### src/rtl/fetch_unit_if.sv
// Fetch unit bus bundle: flash read port, instruction handshake,
// fetch enable and PC redirect.
interface fetch_unit_if #(
   parameter int ADDR_W = 24
);
   logic              en;
   logic              flash_re;
   logic [ADDR_W-1:0] flash_addr;
   logic [7:0]        flash_out;
   logic [31:0]       ir;
   logic [ADDR_W-1:0] ir_pc;
   logic              ir_valid;
   logic              ir_ready;
   logic              pc_load;
   logic [ADDR_W-1:0] pc_target;
   logic              misalign;
   logic [ADDR_W-1:0] pc;

   modport master (
      input  en,
      input  flash_out,
      input  ir_ready,
      input  pc_load,
      input  pc_target,
      output flash_re,
      output flash_addr,
      output ir,
      output ir_pc,
      output ir_valid,
      output misalign,
      output pc
   );

   modport slave (
      output en,
      output flash_out,
      output ir_ready,
      output pc_load,
      output pc_target,
      input  flash_re,
      input  flash_addr,
      input  ir,
      input  ir_pc,
      input  ir_valid,
      input  misalign,
      input  pc
   );
endinterface

### src/rtl/fetch_unit.sv
// Instruction fetch stage: reads four flash bytes per instruction,
// assembles them little-endian and hands the word on via valid/ready.
module fetch_unit #(
   parameter int                ADDR_W       = 24,
   parameter int                READ_LATENCY = 2,
   parameter logic [ADDR_W-1:0] RESET_PC     = '0
) (
   input  logic       i_clk,
   input  logic       i_reset,
   fetch_unit_if.master bus
);

   localparam int CNT_W =
      (READ_LATENCY < 2) ? 1 : $clog2(READ_LATENCY + 1);
   localparam logic [CNT_W-1:0] CNT_LAST = CNT_W'(READ_LATENCY);

   typedef enum logic [1:0] {
      S_IDLE = 2'd0,
      S_READ = 2'd1,
      S_HOLD = 2'd2
   } state_t;

   state_t            r_state;
   logic [ADDR_W-1:0] r_pc;
   logic              r_flash_re;
   logic [ADDR_W-1:0] r_flash_addr;
   logic [31:0]       r_ir;
   logic [ADDR_W-1:0] r_ir_pc;
   logic              r_ir_valid;
   logic              r_misalign;
   logic [1:0]        r_byte_idx;
   logic [CNT_W-1:0]  r_cnt;

   logic [ADDR_W-1:0] w_target_al;
   logic [ADDR_W-1:0] w_pc_next;
   logic              w_capture;
   logic              w_last_byte;
   logic              w_accept;

   assign w_target_al = {bus.pc_target[ADDR_W-1:2], 2'b00};
   assign w_pc_next   = r_pc + ADDR_W'(4);
   assign w_capture   = (r_cnt == CNT_LAST);
   assign w_last_byte = (r_byte_idx == 2'd3);
   assign w_accept    = r_ir_valid & bus.ir_ready;

   // Fetch FSM: redirect first, then idle / byte read / hold handling
   always_ff @(posedge i_clk or posedge i_reset) begin
      if (i_reset) begin
         r_state      <= S_IDLE;
         r_pc         <= RESET_PC;
         r_flash_re   <= 1'b0;
         r_flash_addr <= '0;
         r_ir         <= '0;
         r_ir_pc      <= '0;
         r_ir_valid   <= 1'b0;
         r_misalign   <= 1'b0;
         r_byte_idx   <= 2'd0;
         r_cnt        <= '0;
      end else begin
         r_misalign <= 1'b0;
         if (bus.pc_load) begin
            r_pc       <= w_target_al;
            r_misalign <= |bus.pc_target[1:0];
            r_ir_valid <= 1'b0;
            r_byte_idx <= 2'd0;
            r_cnt      <= '0;
            if (bus.en) begin
               r_state      <= S_READ;
               r_flash_re   <= 1'b1;
               r_flash_addr <= w_target_al;
            end else begin
               r_state    <= S_IDLE;
               r_flash_re <= 1'b0;
            end
         end else begin
            case (r_state)
               S_IDLE: begin
                  r_flash_re <= 1'b0;
                  if (bus.en) begin
                     r_state      <= S_READ;
                     r_flash_re   <= 1'b1;
                     r_flash_addr <= r_pc;
                     r_byte_idx   <= 2'd0;
                     r_cnt        <= '0;
                  end
               end
               S_READ: begin
                  if (w_capture) begin
                     r_ir[{r_byte_idx, 3'b000} +: 8] <= bus.flash_out;
                     r_cnt <= '0;
                     if (w_last_byte) begin
                        r_ir_valid <= 1'b1;
                        r_ir_pc    <= r_pc;
                        r_flash_re <= 1'b0;
                        r_byte_idx <= 2'd0;
                        r_state    <= S_HOLD;
                     end else begin
                        r_byte_idx   <= r_byte_idx + 2'd1;
                        r_flash_addr <= r_flash_addr + ADDR_W'(1);
                     end
                  end else begin
                     r_cnt <= r_cnt + 1'b1;
                  end
               end
               S_HOLD: begin
                  if (w_accept) begin
                     r_pc       <= w_pc_next;
                     r_ir_valid <= 1'b0;
                     r_byte_idx <= 2'd0;
                     r_cnt      <= '0;
                     if (bus.en) begin
                        r_state      <= S_READ;
                        r_flash_re   <= 1'b1;
                        r_flash_addr <= w_pc_next;
                     end else begin
                        r_state <= S_IDLE;
                     end
                  end
               end
               default: begin
                  r_state    <= S_IDLE;
                  r_flash_re <= 1'b0;
                  r_ir_valid <= 1'b0;
               end
            endcase
         end
      end
   end

   assign bus.flash_re   = r_flash_re;
   assign bus.flash_addr = r_flash_addr;
   assign bus.ir         = r_ir;
   assign bus.ir_pc      = r_ir_pc;
   assign bus.ir_valid   = r_ir_valid;
   assign bus.misalign   = r_misalign;
   assign bus.pc         = r_pc;

endmodule

### src/flat_wrapper.sv
// flat-port wrapper written by rule: the top's interface ports become plain ports
module fetch_unit_flat 
#(
   parameter int                ADDR_W       = 24,
   parameter int                READ_LATENCY = 2,
   parameter logic [ADDR_W-1:0] RESET_PC     = '0
)
  (i_clk, i_reset, bus_en, bus_flash_out, bus_ir_ready, bus_pc_load, bus_pc_target, bus_flash_re, bus_flash_addr, bus_ir, bus_ir_pc, bus_ir_valid, bus_misalign, bus_pc);
  fetch_unit_if #(.ADDR_W(ADDR_W)) bus_i ();
  input  logic i_clk;
  input  logic i_reset;
  input wire logic [$bits(bus_i.en)-1:0] bus_en;
  input wire logic [$bits(bus_i.flash_out)-1:0] bus_flash_out;
  input wire logic [$bits(bus_i.ir_ready)-1:0] bus_ir_ready;
  input wire logic [$bits(bus_i.pc_load)-1:0] bus_pc_load;
  input wire logic [$bits(bus_i.pc_target)-1:0] bus_pc_target;
  output wire logic [$bits(bus_i.flash_re)-1:0] bus_flash_re;
  output wire logic [$bits(bus_i.flash_addr)-1:0] bus_flash_addr;
  output wire logic [$bits(bus_i.ir)-1:0] bus_ir;
  output wire logic [$bits(bus_i.ir_pc)-1:0] bus_ir_pc;
  output wire logic [$bits(bus_i.ir_valid)-1:0] bus_ir_valid;
  output wire logic [$bits(bus_i.misalign)-1:0] bus_misalign;
  output wire logic [$bits(bus_i.pc)-1:0] bus_pc;
  assign bus_i.en = bus_en;
  assign bus_i.flash_out = bus_flash_out;
  assign bus_i.ir_ready = bus_ir_ready;
  assign bus_i.pc_load = bus_pc_load;
  assign bus_i.pc_target = bus_pc_target;
  assign bus_flash_re = bus_i.flash_re;
  assign bus_flash_addr = bus_i.flash_addr;
  assign bus_ir = bus_i.ir;
  assign bus_ir_pc = bus_i.ir_pc;
  assign bus_ir_valid = bus_i.ir_valid;
  assign bus_misalign = bus_i.misalign;
  assign bus_pc = bus_i.pc;
  fetch_unit #(.ADDR_W(ADDR_W), .READ_LATENCY(READ_LATENCY), .RESET_PC(RESET_PC)) u_core (.i_clk(i_clk), .i_reset(i_reset), .bus(bus_i));
endmodule
### config.mk
export PLATFORM = sky130hd
export DESIGN_NAME = fetch_unit_flat
export DESIGN_NICKNAME = d
export VERILOG_FILES = /design/src/rtl/fetch_unit_if.sv /design/src/rtl/fetch_unit.sv /design/src/flat_wrapper.sv
export SDC_FILE = /design/constraint.sdc
export NUM_CORES = 1
export LEC_CHECK = 0
export BUFFER_PORTS_ARGS = -buffer_cell sky130_fd_sc_hd__buf_4
export CORE_UTILIZATION = 60
export CTS_BUF_LIST = sky130_fd_sc_hd__clkbuf_2 sky130_fd_sc_hd__clkbuf_4 sky130_fd_sc_hd__clkbuf_8
export DETAILED_ROUTE_END_ITERATION = 16
export HOLD_SLACK_MARGIN = 0.08
export PLACE_DENSITY = 0.85
export SYNTH_ARGS = -nofsm -noshare
export SYNTH_HDL_FRONTEND = slang
export SYNTH_SLANG_ARGS = --single-unit
### constraint.sdc
create_clock -name i_clk -period 7.25 [get_ports i_clk]
set_input_delay 0.725 -clock i_clk [delete_from_list [all_inputs] [get_ports i_clk]]
set_output_delay 0.725 -clock i_clk [all_outputs]
set_load 0.01 [all_outputs]
==> flow_summary_export.csv <==
group,metric,value,unit
yosys,synth-seq-cells,109,
cells_and_area,antenna-diode-count,0,
cells_and_area,synthToLayoutAreaGrowth,20.07,%
drt,drt-vias-per-instance,6.154,
worst_setup_path,cpLargestDelayFamily,"simple AND/OR/NAND/NOR gates",
placement,gp_congestion,0.8996,
global_routing,grt_max_degree,57,
yosys,async_reset_ff_share,100.0,%
cells_and_area,drive_gt1_share,26.44,%
cells_and_area,finalNonFillerCells,916,
yosys,synth.distinct_cells,65,
global_routing,busiest_layer,"met2",
floorplanning,core.rowCount,36,
worst_setup_path,arrival,3.69,ns
sta,rsz0062_at_grt,"false",
global_routing,grt_use_met2,50.82,%
floorplanning,core_area,9819,um2
placement,io_buffer_count,139,
worst_setup_path,rr_startpoint,"u_core.r_state[0]$_DFFE_PP0P_",
floorplanning,pin_count,144,
drt,drt_iter0_drc,480,
placement,dp_hpwl,12.13,mm
clock_network,clk_latency,0.38,ns
worst_setup_path,path_buf_inv,1,
global_routing,grt_first_pass_wirelength,26.03,mm
min_path,hp-class,"in2async",
power,ir_worst_vdd,173.4,uV
yosys,seq_area_frac_synth,44.74,%
sta,relSlewSlack,26.94,%
yosys,avgSynthCellArea,9.169,um2
sta,tightest_slew,1.096,ns
sta,tns,0,ns
clock_network,ctsHoldBuffers,0,
worst_setup_path,critPathKind,"reg2reg",
worst_setup_path,worstSetupEndpointType,"register",
placement,dpl-instance-area,7146,um2
clock_network,cts_sinks,109,
yosys,netlist.area_leader.share,44.74,%
yosys,ys_warn_count,0,
global_routing,antenna_found_initial,0,
global_routing,overflow,0,
power,power_density,292.7,nW/um2
drt,ant_nets,0,
drt,via_count,5637,
global_routing,grt_pass1_vias,5164,
sta,drv_slew,0,
drt,wirelength,16.97,mm
sta,finalClockSkew,0.01314,ns
global_routing,grt_usage,32.43,%
yosys,synthCells,665,
worst_setup_path,path_cells,"inv_1, ha_1, nand3_1, or2_2, nor2_1, xor2_1, mux2_2",
yosys,syn-cell-area,6097,um2
drt,wl_per_cell,18.53,um
clock_network,cts_buffer_depth,2,
sta,hold_viol_final,0,
worst_setup_path,worstRegToRegCells,7,
drt,dr.pass1.iters,6,
yosys,synth_top_area_cell,"dfrtp_1",
floorplanning,die_w,102.8,um
clock_network,path_clk_slew,0.10,ns
power,power.leakage,3.310,nW
run,maxCapViolations,0,
cells_and_area,fin_util,74.55,%
yosys,ys_top_cells_by_area,"dfrtp_1 45%, nand2_1 8.5%, o21ai_0 5.7%",
worst_setup_path,start_kind,"register",
yosys,synth_ff_type,"dfrtp_1",
worst_setup_path,critPathMaxFanout,26,
floorplanning,start_util,62.09,%
global_routing,grtUsageMet1,44.52,%
drt,drc_errors,0,
worst_setup_path,r2r_end,"u_core.bus.pc[19]$_DFFE_PP0P_",
sta,fin_crit_sh,47.37,%
clock_network,cts_tree,"built",
clock_network,cts_setup_buffers,0,
sta,fin_crit,3.434,ns
clock_network,cts_buffers,9,
clock_network,htreeDepth,3,
run_status,run_status,"finished, final reports clean",
worst_setup_path,r2r_slack,3.82,ns
cells_and_area,finalNetCount,828,
global_routing,gr-usage-met3,7.119,%
yosys,synth_edf_count,0,
worst_setup_path,critPathSlowestCell,"ha_1",
clock_network,cts_root_buf,"clkbuf_8",
worst_setup_path,cp_slowest_stage_delay,0.90,ns
worst_setup_path,cp.required,7.51,ns
sta,max_freq,0.2912,GHz
sta,setup_violations,0,
cells_and_area,finish.instance_area,7321,um2
placement,dp_cells,901,
clock_network,cts_resized,0,
floorplanning,die_y,102.8,um
floorplanning,die_area,10570,um2
[worst reg2reg max path, delay by kind of cell (launching register included)]
family | cells | cell delay, ns
simple gates | 3 | 1.51
fa+ha+maj | 1 | 0.90
flops | 1 | 0.44
mux | 1 | 0.27
buf+inv | 1 | 0.14
xor+xnor | 1 | 0.08
[synth_stat cells (all sizes together), types with 5 or more instances]
cell	number
a21oi	18
a221oi	13
and3	5
and4	7
buf	18
clkbuf	22
dfrtp	109
ha	12
inv	8
mux2	31
nand2	138
nand3	22
nand4	11
nor2	48
nor3	7
nor4	6
o21ai	70
o221ai	5
o22ai	6
o31ai	5
or2	5
xnor2	32
xor2	21
[cell families (layout without fill, tap and decap cells)]
group	after synthesis	count (layout)	synth area share (%)
and+or+nand+nor	262	262	20.07
AOI/OAI and AO/OA	145	145	15.49
DFF	109	109	44.74
xor gates and xnor gates	53	53	7.613
buffers and inverters	51	166	3.673
muxes	32	32	5.890
adders and majority gates	12	12	2.462
other	1	4	0.06150
[metal layers]
metal | vias to the layer above | share of wire (%) | routed length [um]
met5 | - | 0 | 0
met4 | 0 | 2.6 | 439
met3 | 49 | 11 | 1852
met2 | 361 | 46 | 7867
met1 | 2676 | 40 | 6813
li1 | 2551 | - | -
[worst max-delay path by stage]
stage,startpoint,slack (ns),cells after the start,endpoint
after global placement,bus_pc_load,3.88,6,u_core.bus.ir_pc[8]$_DFFE_PP0P_
after floorplan,i_reset,3.65,1,u_core.bus.flash_addr[0]$_DFFE_PP0P_
after detailed placement,bus_pc_load,3.81,6,u_core.bus.ir_pc[4]$_DFFE_PP0P_
final,u_core.r_state[0]$_DFFE_PP0P_,3.82,7,u_core.bus.pc[19]$_DFFE_PP0P_
after global routing,u_core.r_state[0]$_DFFE_PP0P_,3.68,7,u_core.bus.pc[19]$_DFFE_PP0P_
after CTS,u_core.r_state[0]$_DFFE_PP0P_,3.93,7,u_core.bus.pc[19]$_DFFE_PP0P_
[where the power goes]
| group | switching, mW | internal, mW |
|---|---|---|
| Sequential | 0.170 | 0.718 |
| Combinational | 0.522 | 0.381 |
| Clock | 0.213 | 0.139 |
| Total | 0.905 | 1.24 |
[layout make-up]
type / count / area [um2]
multi-input cells: 508 / 3157
flip-flops and latches: 109 / 2728
fillers: 730 / 2499
repair buffers: 140 / 1051
well taps: 133 / 166.4
clock buffers: 11 / 145.1
inverters: 11 / 43.79
clock inverters: 4 / 30.03
[placed cells by master (no fill, tap or decap), drive strengths merged, types with 3 or more instances in the layout]
cell	count
nor4	6
and4	7
mux2	31
and3	5
nor2	48
or2	5
conb	4
buf	140
inv	10
nand2	138
a22o	3
nand4	11
a221oi	13
xor2	21
clkinv	4
ha	12
nand3	22
nor3b	3
xnor2	32
o31ai	5
a21oi	18
o221a	3
nor3	7
o22ai	6
o21ai	70
o221ai	5
a211oi	4
dfrtp	109
clkbuf	11
[registers in the layout (all words and copies together), names as in the netlist]
register and count:
u_core.bus.flash_addr 24, u_core.bus.flash_re 1, u_core.bus.ir 32, u_core.bus.ir_pc 22
u_core.bus.ir_valid 1, u_core.bus.misalign 1, u_core.bus.pc 22, u_core.r_byte_idx 2
u_core.r_cnt 2, u_core.r_state 2
[metrics by stage]
step                setup WS (ns)  power, mW  hold WS (ns)
floorplan                   3.651      1.438        0.4893
global placement            3.876      1.747        0.4632
detailed placement          3.808      1.774        0.4741
CTS                         3.929      2.118        0.4745
global route                3.678      2.248        0.5028
finish                      3.816      2.143        0.4542
No activity file was read; power rests on OpenSTA's default activity.
